**config.mk**
```make
export PLATFORM = sky130hd
export DESIGN_NAME = owner_restock
export DESIGN_NICKNAME = d
export VERILOG_FILES = /design/src/rtl/vending_pkg.sv /design/src/rtl/charge_calc.sv /design/src/rtl/owner_restock.sv
export SDC_FILE = /design/constraint.sdc
export NUM_CORES = 1
export LEC_CHECK = 0
export CORE_MARGIN = 2
export CORE_UTILIZATION = 53
export DETAILED_ROUTE_END_ITERATION = 7
export GPL_ROUTABILITY_DRIVEN = 0
export PLACE_DENSITY = 0.8
export SETUP_SLACK_MARGIN = 0.5
export SYNTH_ARGS = -nofsm -noshare
export SYNTH_HDL_FRONTEND = slang
export SYNTH_SLANG_ARGS = --single-unit
```
**constraint.sdc**
```tcl
create_clock -name clk -period 3.37 [get_ports clk]
set_clock_uncertainty 0.2 [all_clocks]
set_input_delay 0.674 -clock clk [delete_from_list [all_inputs] [get_ports clk]]
set_output_delay 0.674 -clock clk [all_outputs]
set_load 0.02 [all_outputs]
```
**src/rtl/vending_pkg.sv**
```systemverilog
// Shared constants and FSM encoding for the vending machine owner/customer paths.
package vending_pkg;

    localparam logic [1:0] MODE_CUSTOMER  = 2'b00;
    localparam logic [1:0] MODE_CHARGE    = 2'b10;

    localparam logic [1:0] RESP_OK        = 2'b00;
    localparam logic [1:0] RESP_OVERFLOW  = 2'b01;
    localparam logic [1:0] RESP_SATURATED = 2'b10;
    localparam logic [1:0] RESP_BAD_SLOT  = 2'b11;

    typedef enum logic [1:0] {
        ST_IDLE = 2'd0,
        ST_CALC = 2'd1,
        ST_RESP = 2'd2
    } state_t;

endpackage

```
**src/rtl/charge_calc.sv**
```systemverilog
// Classifies one owner charge against the slot capacity and produces the new slot value.
module charge_calc
    import vending_pkg::*;
#(
    parameter int W   = 4,
    parameter int CAP = 15
) (
    input  logic [W-1:0] cur,
    input  logic [W-1:0] amount,
    input  logic         partial,
    input  logic         slot_ok,
    output logic [W-1:0] new_val,
    output logic [1:0]   code,
    output logic [W-1:0] leftover
);

    localparam logic [W:0] CAP_X = (W+1)'(CAP);

    logic [W:0] sum;
    logic [W:0] excess;

    // One extra bit on the sum so an overflow is seen instead of wrapping.
    always_comb begin
        sum      = {1'b0, cur} + {1'b0, amount};
        excess   = sum - CAP_X;
        new_val  = cur;
        code     = RESP_OK;
        leftover = '0;
        if (!slot_ok) begin
            code = RESP_BAD_SLOT;
        end else if (sum <= CAP_X) begin
            new_val = sum[W-1:0];
        end else if (partial) begin
            code     = RESP_SATURATED;
            new_val  = CAP_X[W-1:0];
            leftover = excess[W-1:0];
        end else begin
            code = RESP_OVERFLOW;
        end
    end

endmodule

```
**src/rtl/owner_restock.sv**
```systemverilog
// Owner charge / customer vend unit owning the per-slot supply array.
module owner_restock
    import vending_pkg::*;
#(
    parameter int SLOTS = 4,
    parameter int W     = 4,
    parameter int CAP   = 15,
    parameter int AW    = (SLOTS > 1) ? $clog2(SLOTS) : 1
) (
    input  logic               clk,
    input  logic               rst,
    input  logic [1:0]         mode,
    input  logic               req_valid,
    output logic               req_ready,
    input  logic [AW-1:0]      req_slot,
    input  logic [W-1:0]       req_amount,
    input  logic               req_partial,
    output logic               resp_valid,
    output logic [1:0]         resp_code,
    output logic [W-1:0]       resp_leftover,
    output logic               redLight,
    input  logic               vend_req,
    input  logic [AW-1:0]      vend_slot,
    output logic               vend_ok,
    output logic               vend_fail,
    output logic [SLOTS*W-1:0] supply_flat,
    output logic [SLOTS-1:0]   empty_mask
);

    localparam logic [AW:0] SLOTS_X = (AW+1)'(SLOTS);

    state_t state, state_next;
    logic   accept;

    logic [AW-1:0] lat_slot;
    logic [W-1:0]  lat_amount;
    logic          lat_partial;

    logic [W-1:0] supply [SLOTS];
    logic [W-1:0] cur_val, vend_cur;
    logic         slot_ok, vend_slot_ok;

    logic [W-1:0] c_new, c_left, r_new, r_left;
    logic [1:0]   c_code, r_code;
    logic         charge_we, vend_we, collision;

    always_ff @(posedge clk) begin
        if (rst) state <= ST_IDLE;
        else     state <= state_next;
    end

    always_comb begin
        state_next = state;
        req_ready  = 1'b0;
        accept     = 1'b0;
        case (state)
            ST_IDLE: begin
                req_ready = (mode == MODE_CHARGE) && !rst;
                if (req_valid && req_ready) begin
                    accept     = 1'b1;
                    state_next = ST_CALC;
                end
            end
            ST_CALC: state_next = ST_RESP;
            ST_RESP: state_next = ST_IDLE;
            default: state_next = ST_IDLE;
        endcase
    end

    always_comb begin
        cur_val  = '0;
        vend_cur = '0;
        for (int i = 0; i < SLOTS; i++) begin
            if (lat_slot == AW'(i))  cur_val  = supply[i];
            if (vend_slot == AW'(i)) vend_cur = supply[i];
        end
        slot_ok      = {1'b0, lat_slot} < SLOTS_X;
        vend_slot_ok = {1'b0, vend_slot} < SLOTS_X;
    end

    charge_calc #(.W(W), .CAP(CAP)) u_calc (
        .cur      (cur_val),
        .amount   (lat_amount),
        .partial  (lat_partial),
        .slot_ok  (slot_ok),
        .new_val  (c_new),
        .code     (c_code),
        .leftover (c_left)
    );

    // A vend that lands on the slot of an in-flight charge would make the
    // charge result stale, so such a vend is refused until the charge retires.
    always_comb begin
        collision = (state != ST_IDLE) && (vend_slot == lat_slot);
        vend_we   = vend_req && (mode == MODE_CUSTOMER) && vend_slot_ok &&
                    (vend_cur != '0) && !collision;
        charge_we = (state == ST_RESP) &&
                    ((r_code == RESP_OK) || (r_code == RESP_SATURATED));
    end

    always_ff @(posedge clk) begin
        if (rst) begin
            lat_slot      <= '0;
            lat_amount    <= '0;
            lat_partial   <= 1'b0;
            r_new         <= '0;
            r_code        <= RESP_OK;
            r_left        <= '0;
            resp_valid    <= 1'b0;
            resp_code     <= RESP_OK;
            resp_leftover <= '0;
            redLight      <= 1'b0;
            vend_ok       <= 1'b0;
            vend_fail     <= 1'b0;
            for (int i = 0; i < SLOTS; i++) supply[i] <= '0;
        end else begin
            resp_valid <= 1'b0;
            vend_ok    <= 1'b0;
            vend_fail  <= 1'b0;
            if (accept) begin
                lat_slot    <= req_slot;
                lat_amount  <= req_amount;
                lat_partial <= req_partial;
            end
            if (state == ST_CALC) begin
                r_new  <= c_new;
                r_code <= c_code;
                r_left <= c_left;
            end
            if (state == ST_RESP) begin
                resp_valid    <= 1'b1;
                resp_code     <= r_code;
                resp_leftover <= r_left;
                if (r_code == RESP_OK)
                    redLight <= 1'b0;
                else if (r_code != RESP_BAD_SLOT)
                    redLight <= 1'b1;
            end
            if (vend_req) begin
                vend_ok   <= vend_we;
                vend_fail <= !vend_we;
            end
            for (int i = 0; i < SLOTS; i++) begin
                if (charge_we && (lat_slot == AW'(i)))
                    supply[i] <= r_new;
                else if (vend_we && (vend_slot == AW'(i)))
                    supply[i] <= supply[i] - 1'b1;
            end
        end
    end

    always_comb begin
        supply_flat = '0;
        empty_mask  = '0;
        for (int i = 0; i < SLOTS; i++) begin
            supply_flat[i*W +: W] = supply[i];
            empty_mask[i]         = (supply[i] == '0);
        end
    end

endmodule

```
# Yosys cells after proc, flatten, opt, wreduce, memory -nomap -nowiden
# Memories as Yosys holds them, arrays and structs flattened.
# Cells that the tools add are included.
# totals
mem_count,1
output_inout_bits,31
register_bits,29
input_bits,15
ram_bits,16
elab_cells,136
# mem_list
memory,depth,word_bits,rd,rd_ports_with_merged_regs,wr,line_no,text
supply,4,4,4,0,4,owner_restock.sv:39,logic [W-1:0] supply [SLOTS];
# op_classes
n_lt_le_gt_ge,1
n_eq_ne,13
addsub,6
n_reduce_logical,33
n_bitwise,9
mux,60
# op_table
op,count
$mux W4,20
$mux W1,36
$logic_not A4 Y1,4
$sub A4 B1 Y4 const B,4
$logic_and A1 B1 Y1,15
$eq A2 B2 Y1 const B,7
$logic_not A2 Y1,5
$or A1 B1 Y1,8
$eq A2 B1 Y1 const B,3
$mux W2,3
$add A4 B4 Y5,1
$le A5 B4 Y1 const B,1
$ne A2 B2 Y1 const B,2
$pmux W2 S2,1
$reduce_bool A2 Y1,2
$reduce_bool A4 Y1,1
$sub A4 B4 Y4 const B,1
$logic_not A1 Y1,3
$eq A2 B2 Y1,1
$reduce_and A2 Y1,1
$reduce_or A2 Y1,1
$logic_or A1 B1 Y1,1
$not A1 Y1,1

# Longest topological paths before layout
# depth
ltp_word,14
mapped_depth,11
depth_no_buf,10

# By module
# Synthesis repeated with hierarchy kept, for this count alone.
# hier_totals
cells_unflattened,283
area_unflattened_um2,2680.1
# by_module_without_submodules
mod,cells_each,seq_area_each_um2,area_per_inst_um2,n_inst
owner_restock,239,1061.0,2336.0,1
charge_calc,44,0.0,344.1,1

# Worst setup path before layout
# Ideal clock, no wire load.
# synth_path
kind,register to register
from,register lat_slot[1]
to,register r_new[3]
path_buffers,1
setup_ps,117
t_required_ps,3053
setup_slack_ps,423
stages_incl_launch_ff,12
synth_period_minus_slack_ps,2947
arrival_time_ps,2629
cell_sequence,dfxtp_1 -> clkbuf_1 -> mux4_2 -> ha_1 -> inv_1 -> fa_1 -> inv_1 -> ha_1 -> nor2_1 -> nand3_1 -> a211o_1 -> a32o_1
# synth_via
elab_chain_cells,8
word_cells_on_any_way,12
classes_between,add/sub (1); order compare (1); eq/ne (3); mux (6); reduce/logical (1)
# synth_rtl
item,line_no,text
from (decl),owner_restock.sv:35,logic [AW-1:0] lat_slot;
from (signal assigned),owner_restock.sv:121,lat_slot <= req_slot;
$logic_not A2 Y1,owner_restock.sv:74,if (lat_slot == AW'(i)) cur_val = supply[i];
$mux W4 (3 in series),owner_restock.sv:74,
$mux W4 (*),owner_restock.sv:74,
$add A4 B4 Y5,charge_calc.sv:24,"sum = {1'b0, cur} + {1'b0, amount};"
$le A5 B4 Y1,charge_calc.sv:31,end else if (sum <= CAP_X) begin
$mux W4 (*),charge_calc.sv:31,
to (signal assigned),owner_restock.sv:126,r_new <= c_new;
to (decl),owner_restock.sv:43,"logic [W-1:0] c_new, c_left, r_new, r_left;"
# Mark *: on every way between the ends. The rest lies on a longest branch, timed or not.
# A chain may end at the register's enable or synchronous reset.

==> summary.txt <==
Run status
  • Status: complete, no violations

Synthesis
  • Register bit count reported by yosys: 45
  • Post-synth top cells: nand2_1 (34), dfxtp_1 (29), nor2_1 (24)
  • Cell with the most instances after synthesis: nand2_1
  • Synth Instances: 272
  • Ys flop type: dfxtp_1
  • FFs w/ async S/R, synth: 0%
  • Main area contributors after synthesis: dfxtp_1 (22%), edfxtp_1 (19%), o41ai_1 (5.1%), nand2_1 (4.9%), ha_1 (4.3%)
  • Area leader, netlist: dfxtp_1
  • Post-synth EDFFs: 16
  • Post-Syn Area: 2590 um^2
  • Post-synthesis sequential area ratio: 40.9%
  • Area share of the largest cell type after synthesis: 22.4%
  • Synth warn: 0
  • Syn nets: 297
  • Syn avg cell area: 9.53 um^2
  • Synth unique cells: 50

Layout
  • Layout Area Growth over Synthesis: 31.2%
  • # diodes: 0
  • Number of fill cells: 360
  • Multi-input gate area: 1500 um^2
  • Layout cells sized above 1: 14.9%
  • Register area: 1070 um^2
  • Final net count: 353
  • Final Util: 72.0%
  • Cell Count, Final, Fillers Out: 396

Global routing
  • Initial antenna violation count: 0
  • First-pass GRT wire length: 10000 um
  • All-layer global routing usage: 24.3%
  • Congestion Overflow GR: 0
  • Pin count of the biggest net entering global routing: 28
  • Vias in the first global route: 2085

Drt
  • Metal1 wirelength: 2910 um
  • Post-DR wirelength/cell: 17.1 um
  • Metal3 WL: 664 um
  • Post-DRT Antenna Nets: 0
  • Via density: 6.10
  • Met2 wire length: 2920 um
  • DRC Markers: 0
  • Drt pass-1 iters: 5
  • Post-Route WL: 6760 um
  • Routed via count: 2417
  • DR iter-0 viols: 280
  • Highest metal used: met4

Worst setup path
  • CP max stage cell: a2111o_1
  • Crit path cell chain: clkdlybuf4s50_1 -> or2_4 -> o22a_1 -> a2111o_1 -> o41ai_1
  • Reg2Reg Depth: 8
  • FF-to-FF End: r_new[3]
  • CP Launch Type: input port
  • Required time of the critical path: 3.26 ns
  • Arrival @ worst endpoint: 2.73 ns
  • Reg2Reg Setup Slack: 0.54 ns
  • RR Startpoint: supply[0][0]
  • Critical path's largest stage delay: 0.56 ns
  • CP Capture Type: flop
  • Crit path kind: in -> reg
  • Worst-path fanout max: 5
  • Buf+Inv Stages, Crit Path: 1
  • Delay-heaviest family, CP: compound AO/OA/AOI/OAI gates

CTS
  • Worst-Skew Late Latency: 0.31 ns
  • TritonCTS clock tree: done
  • Cts bufs inserted: 5
  • Clk slew on worst S/H paths: 0.09 ns
  • Htree depth: 2
  • Clock tree sinks: 45
  • Root Buffer: clkbuf_8
  • Clk buf depth: 2

Die
  • Die height: 73.9 um
  • Full die area: 5470 um^2
  • Starting density of the core: 54.9%
  • Site row count: 25
  • Core Region: 4720 um^2
  • Die W: 73.9 um
  • Top-level I/O count: 46

Worst hold path
  • Tightest Hold Check Type: reg -> reg
  • Worst Hold End: resp_leftover[1]
  • HP Start: resp_leftover[1]
  • Worst Hold Depth: 2

Power
  • Leakage: 0.00129 uW
  • Clock power share: 35.1%
  • Psw: 315 uW
  • Worst vdd ir: 0.214 mV
  • Sequential Power Share: 49.2%
  • Int Power: 892 uW
  • Net Sw Frac: 26.1%
  • Power Dens Cells: 355 nW/um^2
  • Logic pwr share: 15.8%

Place
  • Hpwl dp: 4420 um
  • IO Port Bufs: 45
  • Placed insts: 378

Timing
  • Max transition margin: 60.2%
  • Final Hold Viols: 0
  • Fin. max-slew vios: 0
  • Final Cycle Share: 84.2%
  • Slew @ Worst Pin: 0.591 ns
  • Highest clock rate: 352 MHz
  • Minimum hold slack: 0.256 ns
  • Post-layout min period: 2.84 ns
  • RSZ-0062 raised after global routing: true
  • Final setup TNS: 0 ns
  • Endpoints failing setup: 0

Job
  • Max_cap viols: 0
cell usage in the layout (no fill, tap or decap), types with 3 or more instances in the layout:
cell             instances
a2111oi_0                3
a211o_1                  3
a211oi_1                 4
a21oi_1                 11
a311o_1                  5
and2_1                   3
and3_1                   3
buf_4                   15
clkbuf_8                 5
clkdlybuf4s50_1         42
dfxtp_1                 27
edfxtp_1                16
ha_1                     7
inv_1                   16
mux2i_1                  7
mux4_2                   4
nand2_1                 34
nand2b_1                 6
nor2_1                  23
nor3_1                   6
nor3b_1                  5
nor4_1                   6
o21ai_0                  6
o41ai_1                 10
o41ai_2                  6
xnor2_1                  7
xor2_1                   3
kinds of logic (layout without fill, tap and decap cells):
family / Yosys count / count (layout) / synth area share (%)
AO/OA/AOI/OAI: 66 / 68 / 19.5
XOR/XNOR: 11 / 11 / 4.25
adder cells (fa/ha/maj): 10 / 10 / 5.12
buffers and inverters: 31 / 86 / 5.79
flip-flops: 45 / 45 / 40.9
multiplexers: 11 / 11 / 6.18
AND/OR/NAND/NOR: 98 / 98 / 18.3
registers in the layout, summed over array words and instances, names as in the netlist, 2 cells and up:
name,count
lat_amount,4
lat_slot,2
r_code,2
r_left,4
r_new,4
resp_code,2
resp_leftover,4
state,2
supply,16
per-stage QoR:
stage          setup slack (ns)  power [uW]  cell area [um^2]
6_report                  0.533        1210              3400
4_1_cts                   0.483        1200              3250
2_1_floorplan             0.533         706              2590
5_1_grt                   0.432        1250              3400
3_3_place_gp              0.111         771              3100
3_5_place_dp              0.111         773              3100
how the worst max path moves through the flow:
| stage | startpoint | endpoint | slack, ns | depth (start not counted) |
|---|---|---|---|---|
| after detailed placement | vend_slot[1] | supply[1][3] | 0.11 | 6 |
| after global routing | supply[1][0] | r_new[3] | 0.43 | 10 |
| after floorplan | lat_slot[1] | r_new[3] | 0.53 | 11 |
| final | vend_slot[1] | supply[0][3] | 0.53 | 5 |
| after CTS | lat_slot[1] | r_new[3] | 0.48 | 10 |
| after global placement | vend_slot[1] | supply[1][3] | 0.11 | 6 |
per-layer routing:
metal  track usage [%]  up-vias
met3              5.69       31
met5                 0        -
met2              35.5      136
met4              10.9        0
li1                  -     1146
met1              34.5     1104
cell type report:
class | instances | area share, %
tap | 67 | 2.47
timing repair buffer | 60 | 16.7
sequential | 45 | 31.3
clock buffer | 5 | 2.02
multi-input combinational | 198 | 44.1
inverter | 18 | 1.99
clock inverter | 3 | 1.40
power by group through the flow:
| stage | logic [uW] | clock network, uW | registers [uW] |
|---|---|---|---|
| after CTS | 173 | 430 | 594 |
| after global routing | 205 | 448 | 595 |
| after detailed placement | 166 | 0 | 607 |
| after floorplan | 94.5 | 0 | 611 |
| final | 191 | 423 | 593 |
| after global placement | 165 | 0 | 606 |
worst register-to-register path, stage by stage, from the launching register on:
cell	delay, ns
edfxtp_1	0.47
mux4_2	0.56
ha_4	0.19
inv_2	0.05
fa_1	0.46
nor2_2	0.14
nand3_2	0.11
a211o_1	0.28
a32o_1	0.25
timing repair:
action / in CTS / in global routing
resized for setup: 8 / 21
endpoints found under the setup margin: 37 / 32
gates cloned: 0 / 2
pin swaps: 1 / 8
hold buffers: 0 / 0
buffers inserted: 3 / 5
Note: power is estimated with default switching activity, not from simulation.
